`config.mk`:
```
export PLATFORM = sky130hd
export DESIGN_NAME = sass_r_flat
export DESIGN_NICKNAME = d
export VERILOG_FILES = /design/src/rtl/sass_pkg.sv /design/src/rtl/sass_r_if.sv /design/src/rtl/sass_bit_timer.sv /design/src/rtl/sass_r.sv /design/src/flat_wrapper.sv
export SDC_FILE = /design/constraint.sdc
export NUM_CORES = 1
export LEC_CHECK = 0
export ABC_AREA = 0
export BUFFER_PORTS_ARGS = -buffer_cell sky130_fd_sc_hd__buf_2
export CAP_MARGIN = 5
export CORE_MARGIN = 1.5
export CORE_UTILIZATION = 30
export CTS_CLUSTER_DIAMETER = 120
export DETAILED_ROUTE_END_ITERATION = 10
export PLACE_DENSITY = 0.56
export SLEW_MARGIN = 20
export SYNTH_ARGS = -nofsm -noshare
export SYNTH_HDL_FRONTEND = slang
export SYNTH_SLANG_ARGS = --single-unit
```
`constraint.sdc`:
```
create_clock -name clk -period 2.6 [get_ports clk]
set_input_delay 0.13 -clock clk [delete_from_list [all_inputs] [get_ports clk]]
set_output_delay 0.13 -clock clk [all_outputs]
set_load 0.02 [all_outputs]
```
`src/rtl/sass_pkg.sv`:
```
// sass_pkg: shared SASS line constants and receiver state encoding
//   SASS_FRAME_L : default data bits per frame
//   SASS_T       : default clock cycles per bit
package sass_pkg;
    localparam int SASS_FRAME_L = 8;
    localparam int SASS_T = 100;
    typedef enum logic [2:0] {IDLE, START, DATA, STOP, WAIT_IDLE} sass_state_e;
endpackage

```
`src/rtl/sass_r_if.sv`:
```
// sass_r_if: serial line in, received frame out
//   s     : serial line (driven by master, asynchronous to clk)
//   data  : last correctly received frame
//   valid : one-cycle pulse when data updates
//   busy  : high while a frame is being received
//   err   : one-cycle pulse on framing error
interface sass_r_if import sass_pkg::*; #(parameter int frame_l = SASS_FRAME_L) ();
    logic s;
    logic [frame_l-1:0] data;
    logic valid;
    logic busy;
    logic err;
    modport master (output s, input data, valid, busy, err);
    modport slave (input s, output data, valid, busy, err);
endinterface

```
`src/rtl/sass_bit_timer.sv`:
```
// sass_bit_timer: per-bit cycle counter 0..t-1
//   clk, rst : clock, synchronous active-high reset
//   clr_i    : hold the counter at 0
//   mid_o    : counter at the decision point mid_at
//   end_o    : counter at t-1 (last cycle of the bit)
module sass_bit_timer import sass_pkg::*; #(
    parameter int t = SASS_T,
    parameter int mid_at = SASS_T / 2
) (
    input  logic clk,
    input  logic rst,
    input  logic clr_i,
    output logic mid_o,
    output logic end_o
);
    localparam int CW = $clog2(t);
    logic [CW-1:0] cnt_q, cnt_d;
    assign mid_o = cnt_q == CW'(mid_at);
    assign end_o = cnt_q == CW'(t - 1);
    always_comb cnt_d = (clr_i || end_o) ? '0 : cnt_q + CW'(1);
    always_ff @(posedge clk) cnt_q <= rst ? '0 : cnt_d;
endmodule

```
`src/rtl/sass_r.sv`:
```
// sass_r: SASS serial receiver (idle high, start low, LSB first, stop high)
//   clk, rst : clock, synchronous active-high reset
//   bus      : sass_r_if slave (s in; data, valid, busy, err out)
// Define SASS_R_MAJORITY_EN to take each bit as the 2-of-3 majority around
// the bit centre; decisions then land one cycle later.
module sass_r import sass_pkg::*; #(
    parameter int frame_l = SASS_FRAME_L,
    parameter int t = SASS_T
) (
    input  logic clk,
    input  logic rst,
    sass_r_if.slave bus
);
`ifdef SASS_R_MAJORITY_EN
    localparam int MID = t / 2 + 1;
`else
    localparam int MID = t / 2;
`endif
    localparam int IW = frame_l > 1 ? $clog2(frame_l) : 1;
    sass_state_e state_q, state_d;
    logic s_meta_q, s_sync_q;
    logic [IW-1:0] idx_q, idx_d;
    logic [frame_l-1:0] shift_q, shift_d, data_q, data_d;
    logic valid_q, valid_d, err_q, err_d;
    logic mid, bit_end, smp;
`ifdef SASS_R_MAJORITY_EN
    // hist_q[1] / hist_q[0] are s_sync two / one cycles back, so at the
    // decision cycle they line up with cnt = t/2-1 and t/2
    logic [1:0] hist_q;
    always_ff @(posedge clk) hist_q <= rst ? 2'b11 : {hist_q[0], s_sync_q};
    assign smp = (hist_q[1] & hist_q[0]) | (hist_q[1] & s_sync_q) | (hist_q[0] & s_sync_q);
`else
    assign smp = s_sync_q;
`endif
    sass_bit_timer #(.t(t), .mid_at(MID)) u_timer (
        .clk(clk),
        .rst(rst),
        .clr_i(state_q == IDLE || state_q == WAIT_IDLE),
        .mid_o(mid),
        .end_o(bit_end)
    );
    always_comb begin
        state_d = state_q;
        idx_d = idx_q;
        shift_d = shift_q;
        data_d = data_q;
        valid_d = 1'b0;
        err_d = 1'b0;
        case (state_q)
            IDLE: state_d = s_sync_q ? IDLE : START;
            START: begin
                if (mid && smp) state_d = IDLE;
                else if (bit_end) begin
                    state_d = DATA;
                    idx_d = '0;
                end
            end
            DATA: begin
                if (mid) shift_d[idx_q] = smp;
                if (bit_end) begin
                    if (idx_q == IW'(frame_l - 1)) state_d = STOP;
                    else idx_d = idx_q + IW'(1);
                end
            end
            STOP: begin
                // leave at the stop midpoint so a back-to-back start is caught
                if (mid) begin
                    state_d = smp ? IDLE : WAIT_IDLE;
                    data_d = smp ? shift_q : data_q;
                    valid_d = smp;
                    err_d = !smp;
                end
            end
            WAIT_IDLE: state_d = s_sync_q ? IDLE : WAIT_IDLE;
            default: state_d = IDLE;
        endcase
    end
    always_ff @(posedge clk) begin
        if (rst) begin
            state_q <= IDLE;
            s_meta_q <= 1'b1;
            s_sync_q <= 1'b1;
            idx_q <= '0;
            shift_q <= '0;
            data_q <= '0;
            valid_q <= 1'b0;
            err_q <= 1'b0;
        end else begin
            state_q <= state_d;
            s_meta_q <= bus.s;
            s_sync_q <= s_meta_q;
            idx_q <= idx_d;
            shift_q <= shift_d;
            data_q <= data_d;
            valid_q <= valid_d;
            err_q <= err_d;
        end
    end
    assign bus.data = data_q;
    assign bus.valid = valid_q;
    assign bus.err = err_q;
    assign bus.busy = state_q != IDLE;
endmodule

```
`src/flat_wrapper.sv`:
```
// flat-port wrapper written by rule: the top's interface ports become plain ports
module sass_r_flat import sass_pkg::*;
#(
    parameter int frame_l = SASS_FRAME_L,
    parameter int t = SASS_T
)
  (clk, rst, bus_s, bus_data, bus_valid, bus_busy, bus_err);
  sass_r_if #(.frame_l(frame_l)) bus_i ();
  input  logic clk;
  input  logic rst;
  input wire logic [$bits(bus_i.s)-1:0] bus_s;
  output wire logic [$bits(bus_i.data)-1:0] bus_data;
  output wire logic [$bits(bus_i.valid)-1:0] bus_valid;
  output wire logic [$bits(bus_i.busy)-1:0] bus_busy;
  output wire logic [$bits(bus_i.err)-1:0] bus_err;
  assign bus_i.s = bus_s;
  assign bus_data = bus_i.data;
  assign bus_valid = bus_i.valid;
  assign bus_busy = bus_i.busy;
  assign bus_err = bus_i.err;
  sass_r #(.frame_l(frame_l), .t(t)) u_core (.clk(clk), .rst(rst), .bus(bus_i));
endmodule
```
==> metrics.md, run 1 <==
| Metric | Value |
|---|---|
| Fmax | `535 MHz` |
| Post-layout util | `36.2%` |
| Yosys reg bits | `33` |
| Asr flop ratio synth | `0%` |
| Worst EP arrival | `2030 ps` |
| Multi-input combinational cell area | `803 um^2` |
| Min-delay worst type | `input port to flip-flop` |
| Commonest non-fill, non-tap cell in the layout | `dfxtp_1` |
| Most frequent cells in the layout | `dfxtp_1, nor2_1, mux2i_1` |
| Root Buffer | `clkbuf_8` |
| Nets | `176` |
| Clk buf depth | `2` |
| Share of cells above drive strength 1 | `15.3%` |
| Die ar. | `5540 um^2` |
| Top FF cell, synth | `dfxtp_1` |
| Critical path startpoint category | `flip-flop` |
| Worst setup EP type | `flip-flop` |
| Slowest cell on crit path | `nor4_4` |
| Final Slew Violations | `0` |
| Worst skew pair latency | `280 ps` |
| Min Tclk post-route | `1870 ps` |
| Syn. warnings | `0` |
| RSZ-0062 raised after global routing | `false` |
| Power Dens Cells | `590 nW/um^2` |
| Syn Area/Cell | `9.56 um^2` |
| Setup Viol. Count Final | `0` |
| Status | `finished, final reports clean` |
| Worst-path fanout max | `8` |
| Die height | `74.4 um` |
| Setup TNS Final | `0 ps` |
| Leakage | `0.640 nW` |
| Overall Global Routing Usage | `11.4%` |
| I/O pin count | `14` |
| Syn nets | `167` |
| First-pass GRT wire length | `4.75 mm` |
| Max_cap viols | `0` |
| Slowest stage delay, CP | `720 ps` |
| Htree depth | `2` |
| Post-synth top area cell | `dfxtp_1` |
| Sequential share of the synthesized area | `43.2%` |
| Synth cell types | `40` |
| CTS Sinks | `33` |
| Post-CTS Setup Bufs | `0` |
| Post-route cell area | `1740 um^2` |
| Worst slew pin tran | `731 ps` |
| Drt wl/cell | `11.5 um` |
| Fillers | `516` |
| Vias in the first global route | `1,023` |
| Initial core utilization | `31.8%` |
| Worst reg-to-reg setup slack | `730 ps` |
| Synth top area cells | `dfxtp_1, mux2i_1, nor2_1` |
| DR vias | `1,109` |
| Area growth, synth to finish | `14.0%` |
| Cts repair resizes | `0` |
| CP cell instances | `inv_1, ha_1, nand2b_1, nor4_4, mux2i_1, nor2_1` |
| Number of routed nets with antenna violations | `0` |
| DR iter-0 viols | `75` |
| Post-Syn Instances | `160` |
| Detail Placement HPWL | `1.84 mm` |
| Grt total ovfl | `0` |
| Relative slew slack | `50.9%` |
| Die X | `74.4 um` |
| Post-synth top area share | `43.2%` |
| Post-synth EDFFs | `0` |
| Antenna cells | `0` |
| Critical path class | `flip-flop to flip-flop` |
| TritonCTS clock tree | `built` |
| Final Hold Vio Count | `0` |
| CTS Buf Count | `5` |
| Period utilisation layout | `71.9%` |
| Post-route DRC | `0` |
| Clock transition at the registers of the reported paths | `70 ps` |
| Drt total wl | `2.73 mm` |
| Maximum VDD drop | `0.254 mV` |
| Pin count of the biggest net entering global routing | `29` |
| DR pass1 iterations | `4` |
| Worst Path Required | `2760 ps` |
| # rows | `25` |
| Clock skew | `8.33 ps` |
| Vias per cell | `4.68` |
| Initial antenna violation count | `0` |
| FF+latch area | `661 um^2` |
| Port Buf Inserts | `13` |
| Placeable core region | `4820 um^2` |
| Placed Area | `1630 um^2` |
| Hold Buf Count CTS | `0` |
| GPL Wtd Cong | `0.895` |
| Post-synthesis cell area | `1530 um^2` |
==> layout make-up <==
type	instances	share of cell area [%]
Inverter	4	0.861
Sequential cell	33	37.9
Multi-Input combinational cell	112	46.1
Tap cell	67	4.81
Timing Repair Buffer	13	3.73
Clock buffer	7	4.95
Clock inverter	1	1.72
==> critical path: cells and delay by family, from the launching register on <==
kind / cells / cell delay, ps
adders and majority gates: 1 / 150
buffers and inverters: 1 / 70
DFF: 1 / 340
muxes: 1 / 260
and+or+nand+nor: 3 / 930
==> cell usage after synthesis, types with 2 or more instances <==
cell type	instances
or2_2	2
a221oi_1	2
nand3_1	5
mux2i_1	16
o21ai_0	2
nor4_1	2
nand3b_1	2
buf_2	2
nor2b_1	4
clkbuf_1	7
nand2_1	6
ha_1	4
nand2b_1	10
inv_1	4
nor2_1	22
a22oi_1	3
nor3b_1	4
nor3_1	3
or3_1	3
dfxtp_1	33
and4b_1	2
xor2_1	3
xnor2_1	2
==> path summary, 6_finish.rpt <==
check | depth (start not counted) | start | to
max | 6 | u_core.u_timer.cnt_q[0]$_SDFF_PP0_ | u_core.bus.data[6]$_SDFFE_PP0P_
min | 2 | bus_s | u_core.s_meta_q$_SDFF_PP1_
max reg2reg | 6 | u_core.u_timer.cnt_q[0]$_SDFF_PP0_ | u_core.bus.data[6]$_SDFFE_PP0P_
min reg2reg | 1 | u_core.s_meta_q$_SDFF_PP1_ | u_core.s_sync_q$_SDFF_PP1_
==> stage by stage <==
stage / hold WS (ps) / setup WS (ps) / std cells / power (mW)
CTS: 20.4 / 685 / 237 / 1.05
detailed placement: 315 / 690 / 229 / 0.549
global route: 19.3 / 555 / 237 / 1.08
floorplan: 234 / 954 / 160 / 0.543
finish: 30.7 / 730 / 237 / 1.03
global placement: 314 / 696 / 229 / 0.549
==> power breakdown <==
group / switching (mW) / total [mW] / internal, mW
Clock: 0.180 / 0.492 / 0.312
Combinational: 0.0154 / 0.0244 / 0.00896
Sequential: 0.00408 / 0.512 / 0.508
==> per-layer routing <==
metal	up-vias	share of wire (%)	GRT usage [%]
li1	575	-	-
met1	501	53	15.7
met2	29	40	15.7
met3	4	5.6	3.79
met4	0	1.6	6.26
met5	-	0	0
==> sequential cells by signal, summed over array words and instances, names as in the netlist <==
signal	cells
u_core.bus.data	8
u_core.bus.err	1
u_core.bus.valid	1
u_core.idx_q	3
u_core.s_meta_q	1
u_core.s_sync_q	1
u_core.shift_q	8
u_core.state_q	3
u_core.u_timer.cnt_q	7
==> logic make-up (layout without fill, tap and decap cells) <==
logic type      count (synthesis)  in the layout  synth area share (%)
xor+xnor                        5              5                  2.86
buf+inv                        15             25                  4.33
simple gates                   73             73                  29.1
mux                            16             16                  10.5
fa+ha+maj                       4              4                  3.27
flops                          33             33                  43.2
compound gates                 14             14                  6.79
Power figures use the tool's default switching activity.
==> run 2, diff against run 1 <==
- clock period: 2.6 -> 1.85 ns (I/O delays scaled with it)
==> metrics.md, run 2 (same netlist as run 1, synthesis figures left out) <==
| Metric | Value |
|---|---|
| Status | `finished, final reports clean` |
| Post-layout util | `38.6%` |
| Worst setup EP type | `flip-flop` |
| Power share of the combinational group | `2.9%` |
| Power Dens Cells | `786 nW/um^2` |
| Port Buf Inserts | `13` |
| Fmax | `581 MHz` |
| Initial antenna violation count | `0` |
| I/O pin count | `14` |
| Drt total wl | `2.82 mm` |
| Post-route cell area | `1860 um^2` |
| TritonCTS clock tree | `built` |
| Worst-path fanout max | `5` |
| Detail Placement HPWL | `2.01 mm` |
| Sequential power share | `49.2%` |
| Final Hold Vio Count | `0` |
| Relative slew slack | `77.3%` |
| Hold depth | `2` |
| Worst Min Path Start | `rst` |
| Setup TNS Final | `0 ps` |
| Worst Path Required | `2050 ps` |
| DR iter-0 viols | `89` |
| Reg2Reg Depth | `5` |
| RR Startpoint | `u_core.u_timer.cnt_q[0]$_SDFF_PP0_` |
| Share of cells above drive strength 1 | `21.4%` |
| Vias in the first global route | `1,065` |
| Worst reg-to-reg setup slack | `130 ps` |
| CTS Sinks | `33` |
| Placeable core region | `4820 um^2` |
| GPL Wtd Cong | `0.871` |
| # rows | `25` |
| Clock skew | `4.11 ps` |
| Leakage | `0.711 nW` |
| Clk buf depth | `2` |
| RSZ-0062 raised after global routing | `false` |
| Number of routed nets with antenna violations | `0` |
| Initial core utilization | `31.8%` |
| Internal power | `1.17 mW` |
| Min Tclk post-route | `1720 ps` |
| Antenna cells | `0` |
| Critical path startpoint category | `flip-flop` |
| Min-delay worst type | `input port to flip-flop` |
| DR vias | `1,164` |
| FF-to-FF End | `u_core.state_q[2]$_SDFFE_PP0P_` |
| Maximum VDD drop | `0.381 mV` |
| Post-route DRC | `0` |
| Overall Global Routing Usage | `12.1%` |
| Net Sw Power | `290 uW` |
| Drt wl/cell | `11.3 um` |
| Placed Area | `1720 um^2` |
| Worst skew pair latency | `280 ps` |
| Pin count of the biggest net entering global routing | `18` |
| Die height | `74.4 um` |
| Clk pwr share | `47.9%` |
| Setup Viol. Count Final | `0` |
| CTS Buf Count | `5` |
| Critical path class | `flip-flop to flip-flop` |
| Die X | `74.4 um` |
| Commonest non-fill, non-tap cell in the layout | `dfxtp_1` |
| Root Buffer | `clkbuf_8` |
| Max_cap viols | `0` |
| Worst slew pin tran | `341 ps` |
| Most frequent cells in the layout | `dfxtp_1, nor2_1, mux2i_1` |
| Sw frac | `19.8%` |
| Period utilisation layout | `93.0%` |
| Final Slew Violations | `0` |
| Area growth, synth to finish | `21.6%` |
| Grt total ovfl | `0` |
| Hold Path End | `u_core.idx_q[1]$_SDFFE_PP0P_` |
| Vias per cell | `4.67` |
| DR pass1 iterations | `4` |
| Worst EP arrival | `1920 ps` |
| Fillers | `512` |
| Htree depth | `2` |
| Clock transition at the registers of the reported paths | `70 ps` |
| First-pass GRT wire length | `5.01 mm` |
| Die ar. | `5540 um^2` |
| Nets | `188` |
[run 2: cell types whose count changed in the layout (fill, tap and decap cells not counted)]
cell	before	now
a2111oi_2	0	1
buf_4	0	10
buf_12	0	1
dlygate4sd3_1	0	1
nor3b_2	0	1
nor3b_1	4	3
a2111oi_0	1	0
[run 2: metrics by stage]
stage                     total power, mW  hold WS (ps)  instances  setup WS [ps]
after global routing                 1.52           139        249           1.61
after CTS                            1.48           124        249           97.3
final                                1.46           126        249            130
after floorplan                     0.763           196        160            204
after detailed placement            0.776           283        240            102
after global placement              0.775           279        240           95.3
[run 2: how the worst max path moves through the flow]
stage	startpoint	end	slack (ps)	cells past startpoint
floorplan	u_core.u_timer.cnt_q[0]$_SDFF_PP0_	u_core.bus.data[1]$_SDFFE_PP0P_	200	6
global placement	u_core.u_timer.cnt_q[0]$_SDFF_PP0_	u_core.state_q[2]$_SDFFE_PP0P_	100	5
detailed placement	u_core.u_timer.cnt_q[0]$_SDFF_PP0_	u_core.state_q[2]$_SDFFE_PP0P_	100	5
CTS	u_core.u_timer.cnt_q[0]$_SDFF_PP0_	u_core.state_q[2]$_SDFFE_PP0P_	100	5
global route	u_core.u_timer.cnt_q[0]$_SDFF_PP0_	u_core.shift_q[5]$_SDFFE_PP0P_	2	6
finish	u_core.u_timer.cnt_q[0]$_SDFF_PP0_	u_core.state_q[2]$_SDFFE_PP0P_	130	5
[run 2: metal layers]
layer | part of all wire (%) | vias up | global-route usage (%)
met5 | 0 | - | 0
met4 | 2.7 | 0 | 6.67
met3 | 3.0 | 6 | 4.07
met2 | 43 | 18 | 16.8
met1 | 51 | 533 | 16.5
li1 | - | 607 | -
[run 2: repair_timing]
item                                    4_1_cts  5_1_grt
gates resized for setup                       0        3
buffers inserted                              0        0
endpoints found under the setup margin        0        4
hold buffers                                  1        0
endpoints found under the hold margin         1        0
[run 2: area by class of cell]
cell class / count / area [um^2] / area share [%]
inverters: 4 / 15.0 / 0.807
flip-flops and latches: 33 / 661 / 35.5
multi-input cells: 112 / 815 / 43.8
clock buffers: 7 / 86.3 / 4.64
repair buffers: 25 / 170 / 9.15
well taps: 67 / 83.8 / 4.51
clock inverters: 1 / 30.0 / 1.61
[run 2: power by group through the flow]
| stage | Combinational, mW | Sequential (mW) | Clock, mW |
|---|---|---|---|
| final | 0.0431 | 0.719 | 0.700 |
| after global placement | 0.0407 | 0.735 | 0 |
| after detailed placement | 0.0409 | 0.735 | 0 |
| after CTS | 0.0426 | 0.718 | 0.723 |
| after floorplan | 0.0305 | 0.733 | 0 |
| after global routing | 0.0480 | 0.719 | 0.754 |
[run 2: critical path, cell delays in order (launching register included)]
cell,delay [ps]
dfxtp_1,340
ha_1,240
and4b_1,240
a2111oi_2,380
a22oi_1,170
a221oi_1,260
==> run 3, diff against run 2 <==
- CELL_PAD_IN_SITES_DETAIL_PLACEMENT: not set -> 2
- CELL_PAD_IN_SITES_GLOBAL_PLACEMENT: not set -> 2
- MAX_ROUTING_LAYER: not set -> met4
- PLACE_DENSITY: 0.56 -> 0.76
==> metrics.md, run 3 (same netlist as run 1, synthesis figures left out) <==
| Metric | Value |
|---|---|
| Detail Placement HPWL | `2.74 mm` |
| Net Sw Power | `308 uW` |
| Antenna cells | `0` |
| Critical path startpoint category | `flip-flop` |
| Post-route cell area | `1840 um^2` |
| Crit-path leading delay family | `compound AO/OA/AOI/OAI gates` |
| CTS Buf Count | `5` |
| Post-route DRC | `0` |
| Initial core utilization | `31.8%` |
| Slowest cell on crit path | `a2111oi_4` |
| Worst slew pin tran | `480 ps` |
| Htree depth | `2` |
| Vias in the first global route | `1,285` |
| Worst skew pair latency | `290 ps` |
| Clk pwr share | `41.1%` |
| Leakage | `0.678 nW` |
| Nets | `184` |
| Area growth, synth to finish | `20.2%` |
| Final cell count without fillers | `245` |
| Most frequent cells in the layout | `dfxtp_1, nor2_1, mux2i_1` |
| Min Tclk post-route | `1780 ps` |
| First-pass GRT wire length | `6.20 mm` |
| Relative slew slack | `68.0%` |
| Placed Area | `1690 um^2` |
| Drt wl/cell | `16.5 um` |
| Final Power | `1.30 mW` |
| CP bufs+invs | `0` |
| Critical path class | `flip-flop to flip-flop` |
| Final Hold Vio Count | `0` |
| Vias per cell | `4.96` |
| Grt total ovfl | `0` |
| Worst Path Required | `2050 ps` |
| Overall Global Routing Usage | `15.9%` |
| Fmax | `562 MHz` |
| Sw frac | `23.7%` |
| CP cell instances | `ha_1, and4b_2, a2111oi_4, a22oi_2, a221oi_2` |
| Worst-path fanout max | `5` |
| DR pass1 iterations | `4` |
| Clk buf depth | `2` |
| Maximum VDD drop | `0.413 mV` |
| Internal power | `992 uW` |
| Setup Viol. Count Final | `0` |
| Initial antenna violation count | `0` |
| Placed Cells | `235` |
| Slowest stage delay, CP | `380 ps` |
| Pin count of the biggest net entering global routing | `29` |
| Worst EP arrival | `1980 ps` |
| Max_cap viols | `0` |
| # rows | `25` |
| Port Buf Inserts | `13` |
| DR iter-0 viols | `37` |
| Sequential power share | `55.4%` |
| GPL Wtd Cong | `0.798` |
| Die X | `74.4 um` |
| TritonCTS clock tree | `built` |
| Clock skew | `3.59 ps` |
| Share of cells above drive strength 1 | `22.5%` |
| Die ar. | `5540 um^2` |
| Commonest non-fill, non-tap cell in the layout | `dfxtp_1` |
| Worst setup EP type | `flip-flop` |
| Placeable core region | `4820 um^2` |
| Final Slew Violations | `0` |
| Power Dens Cells | `706 nW/um^2` |
| Power share of the combinational group | `3.5%` |
| Setup TNS Final | `0 ps` |
| Drt total wl | `4.04 mm` |
| Root Buffer | `clkbuf_8` |
| Clock transition at the registers of the reported paths | `70 ps` |
| Period utilisation layout | `96.1%` |
| Number of routed nets with antenna violations | `0` |
| Status | `finished, final reports clean` |
| CTS Sinks | `33` |
| Min-delay worst type | `input port to flip-flop` |
| Die height | `74.4 um` |
| DR vias | `1,214` |
| I/O pin count | `14` |
-- run 3: power groups by stage --
stage          registers, mW  logic, mW  clock network (mW)
2_1_floorplan          0.733     0.0305                   0
3_3_place_gp           0.735     0.0361                   0
3_5_place_dp           0.736     0.0382                   0
4_1_cts                0.720     0.0402               0.555
5_1_grt                0.721     0.0494               0.586
6_report               0.720     0.0452               0.534
-- run 3: layout make-up --
class / count / area, um^2
fill: 544 / 2980
tap: 67 / 83.8
clock buffer: 5 / 68.8
inverter: 4 / 15.0
clock inverter: 3 / 17.5
timing repair buffer: 21 / 140
multi-input combinational: 112 / 853
sequential: 33 / 661
-- run 3: worst register-to-register path: stages, from the launching register on --
cell and delay (ps):
dfxtp_1 350, ha_1 250, and4b_2 270, a2111oi_4 380
a22oi_2 160, a221oi_2 270
-- run 3: path summary, 6_finish.rpt --
path                                                          from                               to  slack (ps)  cells after the start
worst max register to register  u_core.u_timer.cnt_q[0]$_SDFF_PP0_   u_core.state_q[2]$_SDFFE_PP0P_          70                      5
worst min register to register          u_core.s_meta_q$_SDFF_PP1_       u_core.s_sync_q$_SDFF_PP1_         420                      1
worst max-delay path            u_core.u_timer.cnt_q[0]$_SDFF_PP0_   u_core.state_q[2]$_SDFFE_PP0P_          70                      5
worst min-delay path                                           rst  u_core.bus.data[3]$_SDFFE_PP0P_         230                      2
-- run 3: timing repair --
item / CTS / global route
setup buffers: 0 / 1
gates resized for setup: 0 / 9
hold buffers: 1 / 0
setup endpoints to repair: 0 / 13
hold endpoints to repair: 1 / 0
-- run 3: metrics by stage --
stage / hold WS (ps) / utilization [%] / worst slack [ps]
detailed placement: 290 / 35.0 / 36.0
global route: 256 / 38.2 / -51.6
floorplan: 196 / - / 204
global placement: 281 / 35.0 / 133
CTS: 221 / 37.0 / 44.8
finish: 235 / 38.2 / 71.5
-- run 3: routing by layer --
metal	share of wire [%]	wire [um]	up-vias	track usage, %
met3	2.1	85	9	3.79
met1	46	1840	600	17.1
met4	3.0	121	0	9.90
li1	-	-	589	-
met2	49	1990	16	26.4
met5	0	0	-	-
